==> config.mk <==
export PLATFORM = sky130hd
export DESIGN_NAME = univ_shift_reg
export DESIGN_NICKNAME = d
export VERILOG_FILES = /design/src/rtl/univ_shift_reg_pkg.sv /design/src/rtl/univ_shift_reg_step.sv /design/src/rtl/univ_shift_reg.sv
export SDC_FILE = /design/constraint.sdc
export NUM_CORES = 1
export LEC_CHECK = 0
export BUFFER_PORTS_ARGS = -buffer_cell sky130_fd_sc_hd__buf_4
export CAP_MARGIN = 20
export CORE_MARGIN = 2
export CORE_UTILIZATION = 30
export DETAILED_ROUTE_END_ITERATION = 10
export PLACE_DENSITY = 0.5
export SLEW_MARGIN = 20
export SYNTH_ARGS = -nofsm -noshare
export SYNTH_HDL_FRONTEND = slang
export SYNTH_SLANG_ARGS = --single-unit
==> constraint.sdc <==
create_clock -name clk -period 1.32 [get_ports clk]
set_input_delay 0.066 -clock clk [delete_from_list [all_inputs] [get_ports clk]]
set_output_delay 0.066 -clock clk [all_outputs]
set_load 0.05 [all_outputs]
==> src/rtl/univ_shift_reg_pkg.sv <==
// ---------------------------------------------------------------------------
// usr_pkg
// Shared types for the universal shift register: the 3-bit command encoding
// and the two-state controller encoding. Imported by univ_shift_reg and
// usr_step.
// ---------------------------------------------------------------------------
package usr_pkg;

   localparam int MODE_W = 3;

   typedef enum logic [MODE_W-1:0] {
      MODE_HOLD = 3'd0,
      MODE_LOAD = 3'd1,
      MODE_SHL  = 3'd2,
      MODE_SHR  = 3'd3,
      MODE_ROTL = 3'd4,
      MODE_ROTR = 3'd5,
      MODE_ASHR = 3'd6,
      MODE_RSVD = 3'd7
   } mode_e;

   typedef enum logic {
      ST_IDLE  = 1'b0,
      ST_SHIFT = 1'b1
   } state_e;

endpackage : usr_pkg

==> src/rtl/univ_shift_reg_step.sv <==
// ---------------------------------------------------------------------------
// usr_step
// Purely combinational single-step shifter. Given the current register value
// and a latched command, produces the value after one shift/rotate step.
// The arithmetic-right step exists only when USR_ARITH_SHIFT_EN is defined.
//
// Ports:
//   po    in  WIDTH   current register value
//   mode  in  mode_e  command being executed
//   si_l  in  1       serial bit entering the MSB on SHR
//   si_r  in  1       serial bit entering the LSB on SHL
//   nxt   out WIDTH   register value after one step
// ---------------------------------------------------------------------------
module usr_step
   import usr_pkg::*;
#(
   parameter int WIDTH = 4
) (
   input  logic [WIDTH-1:0] po,
   input  mode_e            mode,
   input  logic             si_l,
   input  logic             si_r,
   output logic [WIDTH-1:0] nxt
);

   always_comb begin
      // NOTE: default assignment first so every path drives nxt; no latch.
      nxt = po;
      unique case (mode)
         MODE_SHL:  nxt = {po[WIDTH-2:0], si_r};
         MODE_SHR:  nxt = {si_l, po[WIDTH-1:1]};
         MODE_ROTL: nxt = {po[WIDTH-2:0], po[WIDTH-1]};
         MODE_ROTR: nxt = {po[0], po[WIDTH-1:1]};
`ifdef USR_ARITH_SHIFT_EN
         MODE_ASHR: nxt = {po[WIDTH-1], po[WIDTH-1:1]};
`endif
         default:   nxt = po;
      endcase
   end

endmodule : usr_step

==> src/rtl/univ_shift_reg.sv <==
// ---------------------------------------------------------------------------
// univ_shift_reg
// Parametrised universal shift register with a start/busy/done command
// handshake. Supports HOLD, parallel LOAD, logical shifts and rotates in both
// directions, each repeated cnt times, one bit per clock.
// Optional feature macro: USR_ARITH_SHIFT_EN (enables mode 6, arithmetic
// right shift; without it mode 6 is reported as illegal like mode 7).
//
// Ports:
//   clk    in  1      rising-edge clock
//   rst    in  1      asynchronous reset, active-low
//   start  in  1      command strobe, sampled only while idle
//   mode   in  3      command code (see usr_pkg::mode_e)
//   cnt    in  CW     number of single-bit steps for shift/rotate commands
//   pi     in  WIDTH  parallel input for LOAD
//   si_l   in  1      serial input entering the MSB on SHR
//   si_r   in  1      serial input entering the LSB on SHL
//   po     out WIDTH  parallel output (register)
//   so_l   out 1      po MSB
//   so_r   out 1      po LSB
//   busy   out 1      multi-cycle command in progress
//   done   out 1      one-cycle completion pulse
//   err    out 1      qualifies done: illegal mode
// ---------------------------------------------------------------------------
module univ_shift_reg
   import usr_pkg::*;
#(
   parameter int               WIDTH   = 4,
   parameter logic [WIDTH-1:0] RST_VAL = '0,
   parameter int               CW      = $clog2(WIDTH + 1)
) (
   input  logic             clk,
   input  logic             rst,
   input  logic             start,
   input  logic [2:0]       mode,
   input  logic [CW-1:0]    cnt,
   input  logic [WIDTH-1:0] pi,
   input  logic             si_l,
   input  logic             si_r,
   output logic [WIDTH-1:0] po,
   output logic             so_l,
   output logic             so_r,
   output logic             busy,
   output logic             done,
   output logic             err
);

   state_e           state;
   mode_e            mode_q;
   logic [CW-1:0]    rem;
   logic [WIDTH-1:0] step_val;
   mode_e            mode_in;

   assign mode_in = mode_e'(mode);
   assign so_l    = po[WIDTH-1];
   assign so_r    = po[0];

   // True for commands that run through the SHIFT state.
   function automatic logic is_shift_mode(input mode_e m);
      case (m)
         MODE_SHL, MODE_SHR, MODE_ROTL, MODE_ROTR: return 1'b1;
`ifdef USR_ARITH_SHIFT_EN
         MODE_ASHR:                                return 1'b1;
`endif
         default:                                  return 1'b0;
      endcase
   endfunction

   // Serial inputs reach the stepper live, so a stream can be fed one bit
   // per step edge.
   usr_step #(.WIDTH(WIDTH)) u_step (
      .po   (po),
      .mode (mode_q),
      .si_l (si_l),
      .si_r (si_r),
      .nxt  (step_val)
   );

   // NOTE: sequential state uses non-blocking assignments only, so every
   // register sees pre-edge values regardless of statement order.
   always_ff @(posedge clk or negedge rst) begin
      if (!rst) begin
         state  <= ST_IDLE;
         mode_q <= MODE_HOLD;
         rem    <= '0;
         po     <= RST_VAL;
         busy   <= 1'b0;
         done   <= 1'b0;
         err    <= 1'b0;
      end else begin
         // done/err are pulses: cleared every edge unless set below.
         done <= 1'b0;
         err  <= 1'b0;
         unique case (state)
            ST_IDLE: begin
               if (start) begin
                  if (mode_in == MODE_HOLD) begin
                     done <= 1'b1;
                  end else if (mode_in == MODE_LOAD) begin
                     po   <= pi;
                     done <= 1'b1;
                  end else if (is_shift_mode(mode_in)) begin
                     if (cnt == '0) begin
                        done <= 1'b1;
                     end else begin
                        mode_q <= mode_in;
                        rem    <= cnt;
                        busy   <= 1'b1;
                        state  <= ST_SHIFT;
                     end
                  end else begin
                     done <= 1'b1;
                     err  <= 1'b1;
                  end
               end
            end
            ST_SHIFT: begin
               // Inputs are ignored here; the last step also ends the command.
               po  <= step_val;
               rem <= rem - 1'b1;
               if (rem == CW'(1)) begin
                  busy  <= 1'b0;
                  done  <= 1'b1;
                  state <= ST_IDLE;
               end
            end
            default: state <= ST_IDLE;
         endcase
      end
   end

endmodule : univ_shift_reg

==> impl_metrics.py <==
metrics = {
    "place": {
        "post-place-ws_ps": 10.8,
        "port_buffers": 23,
        "globalplace.congestion": 0.685,
        "hpwl_um": 1610,
    },
    "timing": {
        "final_worst_clock_skew_ps": 1.25,
        "setup_repair_after_global_routing_missed_its_margin": "yes",
        "slew_headroom": 0.807,
        "finalMaxSlewViolations": 0,
        "min_period_over_period": 0.984,
        "setup_viol": 0,
        "tightestPinTransition_ps": 289,
        "setup_ws_ps": 20.7,
        "fin_crit_ps": 1300,
        "achievable-frequency_mhz": 770,
        "final_hold_vios": 0,
    },
    "critical_path": {
        "crit_cells": 4,
        "criticalPathCategory": "reg -> reg",
        "worst-path-buf-inv": 0,
        "rr_worst_depth": 4,
        "end_of_the_worst_register_to_register_path": "po[1]",
        "critical_path.slowest_cell": "sky130_fd_sc_hd__dfrtp_2",
        "slowest_delay_ps": 460,
        "path_max_fanout": 7,
        "timing.critical_path.from_type": "flop",
        "cp.required_ps": 1490,
        "endpoint_class_of_the_critical_path": "flop",
        "worstReg2RegStart": "mode_q[1]",
        "arrival_time_at_the_worst_endpoint_ps": 1470,
        "path_cells": "xor2_1 > nand2_1 > o21ai_0 > a2bb2oi_1",
        "critical-path-top-delay-family": "flip-flops",
        "setup.reg_to_reg.worst_slack_ps": 20,
    },
    "power_and_ir_drop": {
        "cellPowerDensity_mw_per_mm2": 2580,
        "sw_frac_of_total": 0.474,
        "switchingPower_mw": 1.37,
        "power_leakage_nw": 0.541,
        "share_seq_of_total_power": 0.311,
        "ir_drop_mv": 1.44,
        "power.share.clock": 0.112,
        "comb_power_share": 0.577,
        "cellInternalPower_mw": 1.52,
    },
    "clock_network": {
        "numCtsBuffers": 3,
        "cts-htree-levels": 1,
        "cts_root_buf": "sky130_fd_sc_hd__clkbuf_4",
        "ctsLongestPathBuffers": 2,
        "numClockSinks": 14,
        "insertion_delay_ps": 280,
        "clkSlewWorstSetupHoldPaths_ps": 90,
        "tritoncts": "built",
    },
    "routing": {
        "drt_pre_antenna_iters": 3,
        "drt-wirelength-per-cell_um": 14.9,
        "wl_um": 2090,
        "avgViaCountPerCell": 5.18,
        "antenna_violating_nets_post_route": 0,
        "route.detailed.drc": 0,
        "dr.first_iter.drc_count": 25,
        "num_vias": 725,
    },
    "layout": {
        "post-route-util": 0.413,
        "finalNetCount": 127,
        "antennaDiodeCount": 0,
        "layout-drive-gt1-share": 0.422,
        "areaGrowthSynthToFinish_pct": 33.4,
    },
    "global_route": {
        "antenna_found_initial": 0,
        "vias_in_the_first_global_route": 706,
        "grt_pass1_wl_um": 3350,
        "groute.usage.overall": 0.137,
        "grt.overflow.total": 0,
        "grt_max_degree": 15,
    },
    "yosys": {
        "synth_area_um2": 838,
        "synth_area_per_cell_um2": 10.3,
        "yosys_warnings": 0,
        "predominant_post_synthesis_flop_cell": "sky130_fd_sc_hd__dfrtp_1",
        "syn-num-nets": 98,
        "number_of_synthesized_flops_with_an_enable_pin": 0,
        "synth-seq-cells": 14,
        "netlist_instances": 81,
        "ys_top_cells_by_area": "sky130_fd_sc_hd__dfrtp_1 (42%), sky130_fd_sc_hd__mux2_4 (5.4%), sky130_fd_sc_hd__nand2_1 (4.5%)",
        "yosysTopAreaCellShare": 0.418,
        "synthTopCellsByCount": "sky130_fd_sc_hd__dfrtp_1 (14), sky130_fd_sc_hd__nand2_1 (10), sky130_fd_sc_hd__inv_1 (7)",
        "synth_cell_types": 35,
        "asyncSetResetFlopFracSynth": 1.00,
        "synth_largest_area_cell": "sky130_fd_sc_hd__dfrtp_1",
        "synth-seq-area-share": 0.418,
        "post-synth-top-count-cell": "sky130_fd_sc_hd__dfrtp_1",
    },
    "floorplanning": {
        "chipWidth_um": 56.9,
        "initial_core_utilization": 0.309,
        "fp.dieArea_mm2": 0.00323,
        "rows": 19,
        "floorplan.io_pins": 24,
        "fp.coreArea_mm2": 0.00271,
        "die_height_um": 56.9,
    },
    "min_path": {
        "holdPathEnd": "po[3]",
        "worst_min_path_start": "pi[3]",
        "hold-path-cell-count": 2,
        "min-delay-path-class": "in -> reg",
    },
    "status": {
        "run_status": "finished, final reports clean",
    },
    "flow_run": {
        "maxCapViolCount": 0,
    },
}
==> layout by cell type (no fill, tap or decap), drive strengths merged, types with 2 or more instances in the layout <==
master and instances:
nand2b 2, mux2 4, nor2 5, o21ai 3, o31ai 3, dfrtp 14, mux2i 2, clkbuf 4
xor2 2, buf 28, a2bb2oi 2, nand2 10, a22oi 3, ha 2, inv 7, a31oi 2
==> logic make-up (layout without fill, tap and decap cells) <==
kind of cell	after synthesis	in the layout	synth area share
flip-flops	14	14	0.418
AO/OA/AOI/OAI	23	23	0.234
AND/OR/NAND/NOR	21	21	0.122
XOR/XNOR	3	3	0.0403
adder cells (fa/ha/maj)	2	2	0.0298
buffers and inverters	12	40	0.0642
multiplexers	6	6	0.0910
==> worst max path at each step <==
stage | start | end | slack [ps]
after CTS | mode_q[2] | po[3] | 20
final | mode_q[1] | po[1] | 20
after global routing | mode_q[1] | po[3] | -40
after global placement | mode_q[2] | po[3] | 60
after floorplan | po[3] | po[0] | 6
after detailed placement | mode_q[2] | po[3] | 10
==> flip-flops by register name, indices dropped and copies added, names as in the netlist <==
register and cells:
po 4, state 1, done 1, rem 3, mode_q 3, err 1
busy 1
==> area by class of cell <==
| type | count | area [µm²] |
|---|---|---|
| Inverter | 7 | 26.3 |
| Timing Repair Buffer | 29 | 220 |
| Clock buffer | 4 | 36.3 |
| Sequential cell | 14 | 357 |
| Fill cell | 273 | 1590 |
| Multi-Input combinational cell | 55 | 440 |
| Tap cell | 31 | 38.8 |
==> worst reg2reg max path, delay by kind of cell, from the launching register on <==
kind / cells / cell delay, ps
AOI/OAI and AO/OA: 2 / 320
xor gates and xnor gates: 1 / 260
DFF: 1 / 460
and+or+nand+nor: 1 / 150
==> per-stage QoR <==
step | std cells | total power, mW | setup TNS (ps) | cell area [µm²] | hold WS [ps]
after floorplan | 81 | 2.09 | 0 | 841 | -230
after global placement | 135 | 2.52 | 0 | 1060 | -66.0
after detailed placement | 135 | 2.54 | 0 | 1060 | -64.7
after CTS | 140 | 2.88 | 0 | 1110 | 8.52
after global routing | 140 | 3.07 | -103 | 1120 | 18.5
final | 140 | 2.88 | 0 | 1120 | 13.6
==> timing repair <==
action,in CTS,in global routing
hold buffers,1,0
setup endpoints to repair,1,3
buffers inserted,0,0
endpoints found under the hold margin,14,0
resized for setup,1,3
==> power by group through the flow <==
stage / Combinational, mW / Sequential [mW] / Clock (mW)
final: 1.67 / 0.896 / 0.323
after global routing: 1.79 / 0.927 / 0.355
after CTS: 1.66 / 0.879 / 0.333
after detailed placement: 1.66 / 0.883 / 0
after global placement: 1.64 / 0.883 / 0
after floorplan: 0.983 / 1.10 / 0
==> metal layers <==
layer / up-vias / track usage / part of all wire
li1: 348 / - / -
met1: 354 / 0.161 / 0.45
met2: 19 / 0.236 / 0.48
met3: 4 / 0.0484 / 0.053
met4: 0 / 0.0365 / 0.014
met5: - / 0 / 0
No activity file was read; power rests on OpenSTA's default activity.
